<file path="config.mk">
export PLATFORM = sky130hd
export DESIGN_NAME = game_sequencer
export DESIGN_NICKNAME = d
export VERILOG_FILES = /design/src/rtl/game_sequencer.sv
export SDC_FILE = /design/constraint.sdc
export NUM_CORES = 1
export LEC_CHECK = 0
export BUFFER_PORTS_ARGS = -buffer_cell sky130_fd_sc_hd__buf_2
export CAP_MARGIN = 20
export CORE_MARGIN = 4
export CORE_UTILIZATION = 40
export CTS_CLUSTER_DIAMETER = 40
export DETAILED_ROUTE_END_ITERATION = 6
export REMOVE_ABC_BUFFERS = 1
export SYNTH_ARGS = -nofsm -noshare
export SYNTH_HDL_FRONTEND = slang
export SYNTH_SLANG_ARGS = --single-unit
</file>
<file path="constraint.sdc">
create_clock -name clk -period 7.4 [get_ports clk]
set_input_delay 0.74 -clock clk [delete_from_list [all_inputs] [get_ports clk]]
set_output_delay 0.74 -clock clk [all_outputs]
set_load 0.03 [all_outputs]
</file>
<file path="src/rtl/game_sequencer.sv">
// Frame-rate controller for the block-dodger game. It runs the start/play/over FSM and
// owns the player and block positions, collision detection, block respawn and the score.
module game_sequencer #(
  parameter int SCREEN_W    = 640,
  parameter int SCREEN_H    = 480,
  parameter int PLAYER_W    = 110,
  parameter int PLAYER_H    = 20,
  parameter int BLOCK_W     = 110,
  parameter int BLOCK_H     = 32,
  parameter int PLAYER_Y    = 440,
  parameter int PLAYER_STEP = 4,
  parameter int BLOCK_SPEED = 2,
  parameter int OVER_FRAMES = 120
) (
  input  logic        clk,
  input  logic        rst_n,
  input  logic        frame_tick,
  input  logic        btn_left,
  input  logic        btn_right,
  input  logic        btn_start,
  output logic [1:0]  state,
  output logic        game_over,
  output logic [9:0]  player_x,
  output logic [9:0]  player_y,
  output logic [9:0]  block0_x,
  output logic [9:0]  block0_y,
  output logic [9:0]  block1_x,
  output logic [9:0]  block1_y,
  output logic [9:0]  block2_x,
  output logic [9:0]  block2_y,
  output logic [15:0] score
);

  localparam logic [1:0] ST_IDLE = 2'd0;
  localparam logic [1:0] ST_PLAY = 2'd1;
  localparam logic [1:0] ST_OVER = 2'd2;

  localparam int             FCW        = $clog2(OVER_FRAMES + 1);
  localparam logic [FCW-1:0] FRAMES_MAX = FCW'(OVER_FRAMES);

  localparam logic [9:0]  PX_MAX = 10'(SCREEN_W - PLAYER_W);
  localparam logic [9:0]  PX_RST = 10'((SCREEN_W - PLAYER_W) / 2);
  localparam logic [9:0]  STEP   = 10'(PLAYER_STEP);
  localparam logic [10:0] STEP11 = 11'(PLAYER_STEP);
  localparam logic [10:0] PW     = 11'(PLAYER_W);
  localparam logic [10:0] PH     = 11'(PLAYER_H);
  localparam logic [10:0] BW     = 11'(BLOCK_W);
  localparam logic [10:0] BH     = 11'(BLOCK_H);
  localparam logic [10:0] PY     = 11'(PLAYER_Y);
  localparam logic [10:0] SH     = 11'(SCREEN_H);
  localparam logic [10:0] SPEED  = 11'(BLOCK_SPEED);

  // Start-screen layout: blocks spread across the width and staggered by a third of the height.
  localparam logic [2:0][9:0] BX_RST = {10'(SCREEN_W - BLOCK_W), 10'((SCREEN_W - BLOCK_W) / 2), 10'd0};
  localparam logic [2:0][9:0] BY_RST = {10'(2 * SCREEN_H / 3), 10'(SCREEN_H / 3), 10'd0};

  logic [1:0]       state_q, state_d;
  logic             game_over_q, game_over_d;
  logic [9:0]       px_q, px_d;
  logic [2:0][9:0]  bx_q, bx_d;
  logic [2:0][9:0]  by_q, by_d;
  logic [15:0]      score_q, score_d;
  logic [FCW-1:0]   frame_cnt_q, frame_cnt_d;
  logic [15:0]      lfsr_q, lfsr_d;
  logic             start_prev_q, start_prev_d;

  logic             start_rise;
  logic [2:0]       hit;
  logic [2:0]       wrap;
  logic [2:0][10:0] fall_y;
  logic [2:0][9:0]  spawn_x;

  assign start_rise = btn_start & ~start_prev_q;
  assign lfsr_d     = {lfsr_q[14:0], lfsr_q[15] ^ lfsr_q[13] ^ lfsr_q[12] ^ lfsr_q[10]};
  assign spawn_x    = {{1'b0, lfsr_q[15:7]}, {1'b0, lfsr_q[12:4]}, {1'b0, lfsr_q[8:0]}};

  // Overlap and fall are evaluated in 11 bits so edge sums near the screen limits cannot wrap.
  always_comb begin
    for (int i = 0; i < 3; i++) begin
      hit[i] = ({1'b0, px_q} < {1'b0, bx_q[i]} + BW) &&
               ({1'b0, bx_q[i]} < {1'b0, px_q} + PW) &&
               (PY < {1'b0, by_q[i]} + BH) &&
               ({1'b0, by_q[i]} < PY + PH);
      fall_y[i] = {1'b0, by_q[i]} + SPEED;
      wrap[i]   = (fall_y[i] >= SH);
    end
  end

  // NOTE: every output of this block gets a default first, so no path leaves one unassigned and no latch is inferred.
  always_comb begin
    state_d      = state_q;
    px_d         = px_q;
    bx_d         = bx_q;
    by_d         = by_q;
    score_d      = score_q;
    frame_cnt_d  = frame_cnt_q;
    start_prev_d = frame_tick ? btn_start : start_prev_q;

    case (state_q)
      ST_IDLE: begin
        if (frame_tick && start_rise) begin
          state_d = ST_PLAY;
          px_d    = PX_RST;
          bx_d    = BX_RST;
          by_d    = BY_RST;
          score_d = '0;
        end
      end
      ST_PLAY: begin
        if (frame_tick) begin
          if (|hit) begin
            state_d     = ST_OVER;
            frame_cnt_d = '0;
          end else begin
            if (btn_left && !btn_right) begin
              px_d = (px_q >= STEP) ? px_q - STEP : '0;
            end else if (btn_right && !btn_left) begin
              px_d = ({1'b0, px_q} + STEP11 >= {1'b0, PX_MAX}) ? PX_MAX : px_q + STEP;
            end
            for (int i = 0; i < 3; i++) begin
              if (wrap[i]) begin
                by_d[i] = '0;
                bx_d[i] = spawn_x[i];
                if (score_d != 16'hFFFF) score_d = score_d + 16'd1;
              end else begin
                by_d[i] = fall_y[i][9:0];
              end
            end
          end
        end
      end
      ST_OVER: begin
        if (frame_tick) begin
          if (frame_cnt_q == FRAMES_MAX && start_rise) begin
            state_d = ST_IDLE;
          end else if (frame_cnt_q != FRAMES_MAX) begin
            frame_cnt_d = frame_cnt_q + 1'b1;
          end
        end
      end
      default: state_d = ST_IDLE;
    endcase

    game_over_d = (state_d == ST_OVER);
  end

  // NOTE: state registers use non-blocking assignments so every flop samples pre-edge values.
  always_ff @(posedge clk or negedge rst_n) begin
    if (!rst_n) begin
      state_q      <= ST_IDLE;
      game_over_q  <= 1'b0;
      px_q         <= PX_RST;
      bx_q         <= BX_RST;
      by_q         <= BY_RST;
      score_q      <= '0;
      frame_cnt_q  <= '0;
      lfsr_q       <= 16'hACE1;
      start_prev_q <= 1'b0;
    end else begin
      state_q      <= state_d;
      game_over_q  <= game_over_d;
      px_q         <= px_d;
      bx_q         <= bx_d;
      by_q         <= by_d;
      score_q      <= score_d;
      frame_cnt_q  <= frame_cnt_d;
      lfsr_q       <= lfsr_d;
      start_prev_q <= start_prev_d;
    end
  end

  assign state     = state_q;
  assign game_over = game_over_q;
  assign player_x  = px_q;
  assign player_y  = 10'(PLAYER_Y);
  assign block0_x  = bx_q[0];
  assign block0_y  = by_q[0];
  assign block1_x  = bx_q[1];
  assign block1_y  = by_q[1];
  assign block2_x  = bx_q[2];
  assign block2_y  = by_q[2];
  assign score     = score_q;

endmodule

</file>
== Word-level counts from Yosys, hierarchy flattened ==
Cells that the tools add are included.
W data, S select, Z words.

* Register bits: 113
* Bits of input ports: 6
* Output and inout bits: 99
* Logic and storage cells: 146

* Add/sub/neg operators: 17
* Magnitude comparators: 17
* Eq/ne operators: 19
* Mux-type cells: 50
* Bitwise logic cells: 5
* Reductions and logical operators: 25

{| class="wikitable"
|+ Operators with widths
! kind !! count
|-
| $mux W16 || 15
|-
| $mux W30 || 6
|-
| $mux W10 || 13
|-
| $pmux W30 S2 || 2
|-
| $lt A10 B11 Y1 || 6
|-
| $add A16 B1 Y16 const B || 3
|-
| $ne A16 B16 Y1 const B || 3
|-
| $add A10 B7 Y11 const B || 4
|-
| $mux W7 || 5
|-
| $add A10 B2 Y11 const B || 3
|-
| $add A10 B6 Y11 const B || 3
|-
| $ge A11 B9 Y1 const B || 3
|-
| $lt A9 B11 Y1 const A || 3
|-
| $pmux W16 S2 || 1
|-
| $lt A10 B9 Y1 const B || 3
|-
| $ne A2 B2 Y1 const B || 10
|-
| $pmux W10 S2 || 1
|-
| $reduce_and A5 Y1 || 4
|-
| $pmux W7 S2 || 1
|-
| $logic_and A1 B1 Y1 || 13
|-
| $add A10 B3 Y11 const B || 1
|-
| $ge A11 B10 Y1 const B || 1
|-
| $add A10 B3 Y10 const B || 1
|-
| $ge A10 B3 Y1 const B || 1
|-
| other kinds (18) || 27
|}

== Longest topological paths before layout ==
* Depth after elaboration: 21
* Depth in mapped cells: 27
* Mapped depth without buffers: 22

== Worst setup path after synthesis ==
No wires, ideal clock.

* Path type: reg2reg
* Start point: register by_q (netlist bit block0_y[2])
* End point: register score_q[12], in the netlist score[12]
* Setup time: 0.122 ns
* Arrival time: 5.690 ns
* Path slack: 1.588 ns
* Stages on the path, launching flop included: 25
* Clock period less this slack: 5.812 ns
* Path through: dfrtp_1 > ha_1 > nand3_1 > a21oi_1 > and3_1 > clkbuf_1 > buf_2 > nand2_1 > xnor2_1 > ha_1 > clkbuf_1 > o311a_1 > a31o_2 > clkbuf_1 > nand3_1 > o21ai_1 > xnor2_1 > ha_1 > inv_1 > or3_1 > o22ai_1 > nand2_1 > or3_1 > or4b_1 > a32o_1

* Word-level cells in the longest chain between the ends: 18
* Elaborated cells between the ends (all ways): 28
* Those cells by class: add/sub: 4; order compare: 3; eq/ne: 3; mux: 14; reduce/logical: 4

{| class="wikitable"
|+ Ends and longest elaborated chain
! item !! line !! RTL
|-
| from (decl) || 61 || <nowiki>logic [2:0][9:0] by_q, by_d;</nowiki>
|-
| from (signal assigned) || 164 || <nowiki>by_q <= by_d;</nowiki>
|-
| $add A10 B2 Y11 || 84 || <nowiki>fall_y[i] = {1'b0, by_q[i]} + SPEED;</nowiki>
|-
| $ge A11 B9 Y1 || 85 || <nowiki>wrap[i] = (fall_y[i] >= SH);</nowiki>
|-
| $mux W16 || 121 || <nowiki>if (wrap[i]) begin</nowiki>
|-
| $mux W16 || 111 || <nowiki>if (|hit) begin</nowiki>
|-
| $mux W16 || 110 || <nowiki>if (frame_tick) begin</nowiki>
|-
| $mux W16 || 99 || <nowiki>case (state_q)</nowiki>
|-
| $add A16 B1 Y16 or $ne A16 B16 Y1 (tied branches) || 124 || <nowiki>if (score_d != 16'hFFFF) score_d = score_d + 16'd1;</nowiki>
|-
| $mux W16 || 124 ||
|-
| [... 2 more ...] || - ||
|-
| $mux W16 || 110 ||
|-
| $mux W16 || 99 ||
|-
| $add A16 B1 Y16 or $ne A16 B16 Y1 (tied branches) || 124 ||
|-
| $mux W16 || 124 ||
|-
| $mux W16 || 121 ||
|-
| $mux W16 || 111 ||
|-
| $mux W16 || 110 ||
|-
| $pmux W16 S2 || 99 ||
|-
| to (signal assigned) || 165 || <nowiki>score_q <= score_d;</nowiki>
|-
| to (decl) || 62 || <nowiki>logic [15:0] score_q, score_d;</nowiki>
|}

Parallel ways exist; a longest one is shown, timed or not. The select of a mux whose other input is x is not followed.
A chain may end at the register's enable or synchronous reset.

== Worst setup path after layout ==
* Start point: register by_q (netlist bit block0_y[2])
* End point: register score_q[3], in the netlist score[3]

The elaborated chain is that of the path after synthesis.

==> run metrics <==
Post-Route WL=24.3 mm; slew at the pin closest to its max-slew limit=1.00 ns; Final setup viols=0; Non-Filler Instances=1360; Max Slew Vio Count=0; IO Pins=105; final cell utilization of the core=45.1%; largest net degree at the start of global routing=61; placed wire-length estimate=17.9 mm; CTS resizes=0; CTS sink count=108; number of detailed-routing iterations run before antenna repair=6; critical-path maximum fanout=16; PortBufs=89; post-synthesis sequential area ratio=31.3%; Design Area, Final=0.00957 mm2; Synth async-reset ratio=100%; core region area=0.0212 mm2; Hold Path Origin=lfsr_q[5]$_DFF_PN1_; Worst slew margin=32.9%; Post-CTS Setup Inserts=0; CTS Hold Buffers Added=0; Register-to-Register Setup Slack=0.73 ns; gr usage total=20.2%; Nets=1158; die area=0.0242 mm2; Leak=4.46 nW; Hold Crit Depth=0; clk_skew=0.0127 ns; Final ANT Viol Nets=0; total CTS buffers=9; Yosys reg bits=108; Worst R2R End=score[3]$_DFFE_PN0P_; post-synthesis adder-cell area fraction=10.2%; Warnings, synthesis=0; xor/xnor cell area share of the yosys netlist=5.94%; Post-synth EDFFs=0; largest cells by area after synthesis=dfrtp_1 25%, ha_1 10%, dfstp_2 6.3%; Worst path max stage delay=0.70 ns; share of layout cells above drive strength 1=16.7%; P&R area growth vs syn=9.95%; status=complete, no violations; slowest cell on the critical path=o41ai_4; Setup CP Type=flop to flop; Worst EP arrival=6.93 ns; Post-Synth Simple-Gate Area=23.6%; Setup TNS Final=0 ns; RePlAce Congestion=0.912; CTS clk-pin slew, worst paths=0.08 ns; WHS=0.369 ns; power per standard cell area=254 mW/mm2; DP Worst Slack=0.891 ns; initial antenna violation count=0; Reg2Reg Depth=22; area post-placement=0.00927 mm2; crit path capture type=flop; r2r startpoint=block0_y[2]$_DFFE_PN0P_; first-pass GRT wire length=39.9 mm; syn avg cell area=8.51 um2; via density per instance=5.71; clock period minus worst slack=6.67 ns; Top FF cell, synth=dfrtp_1; via count=7763; peak supply drop=125 uV; Yosys cell types=86; RSZ-0062 raised after global routing=no; vias in the first global route=7308; total power=2.43 mW; CTS Root Cell=clkbuf_16; grt total ovfl=0; Initial Utilization=41.0%; worst setup margin=0.728 ns; H-tree depth=3; proportion of synthesized area in mux cells=3.94%; 1st-iter DRT viols=522; share of the synthesized area in the top cell type=25.0%; Compound-Gate Fraction of Synth Area=19.8%; diode count=0; post-synthesis instance area=0.00871 mm2; leading area contributor after synthesis=dfrtp_1; largest family of logic cells by synthesized area=simple AND/OR/NAND/NOR gates; synth cell count leaders=121 x nand2_1, 88 x o21ai_0, 87 x dfrtp_1, 71 x ha_1, 70 x nor2_1; Worst Setup Start Kind=flop; HP Class=flop to flop; final hold vios=0; worst path cell trace=ha_1 -> nand3_1 -> a21oi_1 -> nand3_1 -> nor2_1 -> nand2_1 -> nand2_1 -> ha_1 -> o311a_1 -> a31o_2 -> nand3_1 -> o21ai_1 -> xnor2_1 -> ha_1 -> inv_1 -> or3_1 -> o22ai_1 -> nand2_1 -> o41ai_4 -> a21boi_1 -> o311a_1 -> a21o_1; wire length per cell=17.9 um; fmax=150 MHz; DRC Markers=0; Cells after Synth=1023; Max Buffers Root-to-Sink=2; WP data required=7.66 ns; CTS tree=yes; Die Width=156 um; row cnt=53; placed insts=1344; crit share post-route=90.2%; Skew-Pair Late Insertion Delay=0.36 ns; max-cap viol count=0; height of the die=156 um; Worst Hold Endpoint=lfsr_q[6]$_DFF_PN1_; most frequent cell after synthesis=nand2_1
==> power breakdown <==
group / internal [mW] / switching [mW]
registers: 0.683 / 0.220
logic: 0.395 / 0.629
clock network: 0.266 / 0.242
total: 1.34 / 1.09
==> per-layer routing <==
metal	GRT usage [%]	vias to the layer above	part of all wire [%]	routed length, um
li1	-	3800	-	-
met1	29.4	3721	48	11700
met2	32.0	215	46	11100
met3	2.50	27	4.9	1180
met4	5.00	0	1.5	353
met5	0	-	0	0
==> critical path, delay by kind of cell, from the launching register on <==
| kind | cells | cell delay [ns] |
|---|---|---|
| flip-flops | 1 | 0.49 |
| AND/OR/NAND/NOR | 8 | 2.19 |
| XOR/XNOR | 1 | 0.22 |
| adder cells (fa/ha/maj) | 3 | 0.84 |
| buffers and inverters | 1 | 0.05 |
| AO/OA/AOI/OAI | 9 | 2.77 |
==> sequential cells by signal (all words and copies together), names as in the netlist <==
| register | cells |
|---|---|
| lfsr_q | 16 |
| score | 16 |
| block2_x | 10 |
| player_x | 10 |
| block0_x | 9 |
| block0_y | 9 |
| block1_x | 9 |
| block1_y | 9 |
| block2_y | 9 |
| frame_cnt_q | 7 |
| state | 2 |
| game_over | 1 |
| start_prev_q | 1 |
==> final cells by class <==
class | count | area [um2]
clock inverter | 6 | 72.6
tap | 275 | 344
sequential | 108 | 2730
fill | 2105 | 11600
inverter | 33 | 124
clock buffer | 9 | 225
multi-input combinational | 834 | 5580
timing repair buffer | 95 | 493
==> placed cells by master, fill, tap and decap left out, types with 15 or more instances in the layout <==
| master | n |
|---|---|
| nand3_1 | 37 |
| nor3_1 | 16 |
| dfrtp_1 | 87 |
| nand2b_1 | 22 |
| a21o_1 | 25 |
| xor2_1 | 18 |
| inv_1 | 33 |
| o21ai_0 | 88 |
| conb_1 | 15 |
| ha_1 | 71 |
| a21oi_1 | 36 |
| buf_2 | 88 |
| nor2_1 | 70 |
| nand4_1 | 18 |
| mux2_2 | 18 |
| nand2_1 | 121 |
| dfstp_2 | 21 |
| and2_1 | 16 |
| and3_1 | 15 |
| xnor2_1 | 41 |
==> worst max-delay path by stage <==
stage                             from                   end  slack, ns  cells after the start
5_1_grt        block0_y[1]$_DFFE_PN0P_  score[3]$_DFFE_PN0P_       0.08                     22
2_1_floorplan  block0_y[2]$_DFFE_PN0P_  score[3]$_DFFE_PN0P_       1.42                     21
3_5_place_dp   block0_y[2]$_DFFE_PN0P_  score[3]$_DFFE_PN0P_       0.89                     22
4_1_cts        block0_y[2]$_DFFE_PN0P_  score[3]$_DFFE_PN0P_       0.85                     22
3_3_place_gp   block0_y[1]$_DFFE_PN0P_  score[3]$_DFFE_PN0P_       1.12                     22
6_report       block0_y[2]$_DFFE_PN0P_  score[3]$_DFFE_PN0P_       0.73                     22
==> logic make-up after synthesis <==
family	count (synthesis)
DFF	108
muxes	32
xor gates and xnor gates	59
AOI/OAI and AO/OA	257
buffers and inverters	94
other	2
adders and majority gates	71
and+or+nand+nor	400
No activity file was read; power rests on OpenSTA's default activity.
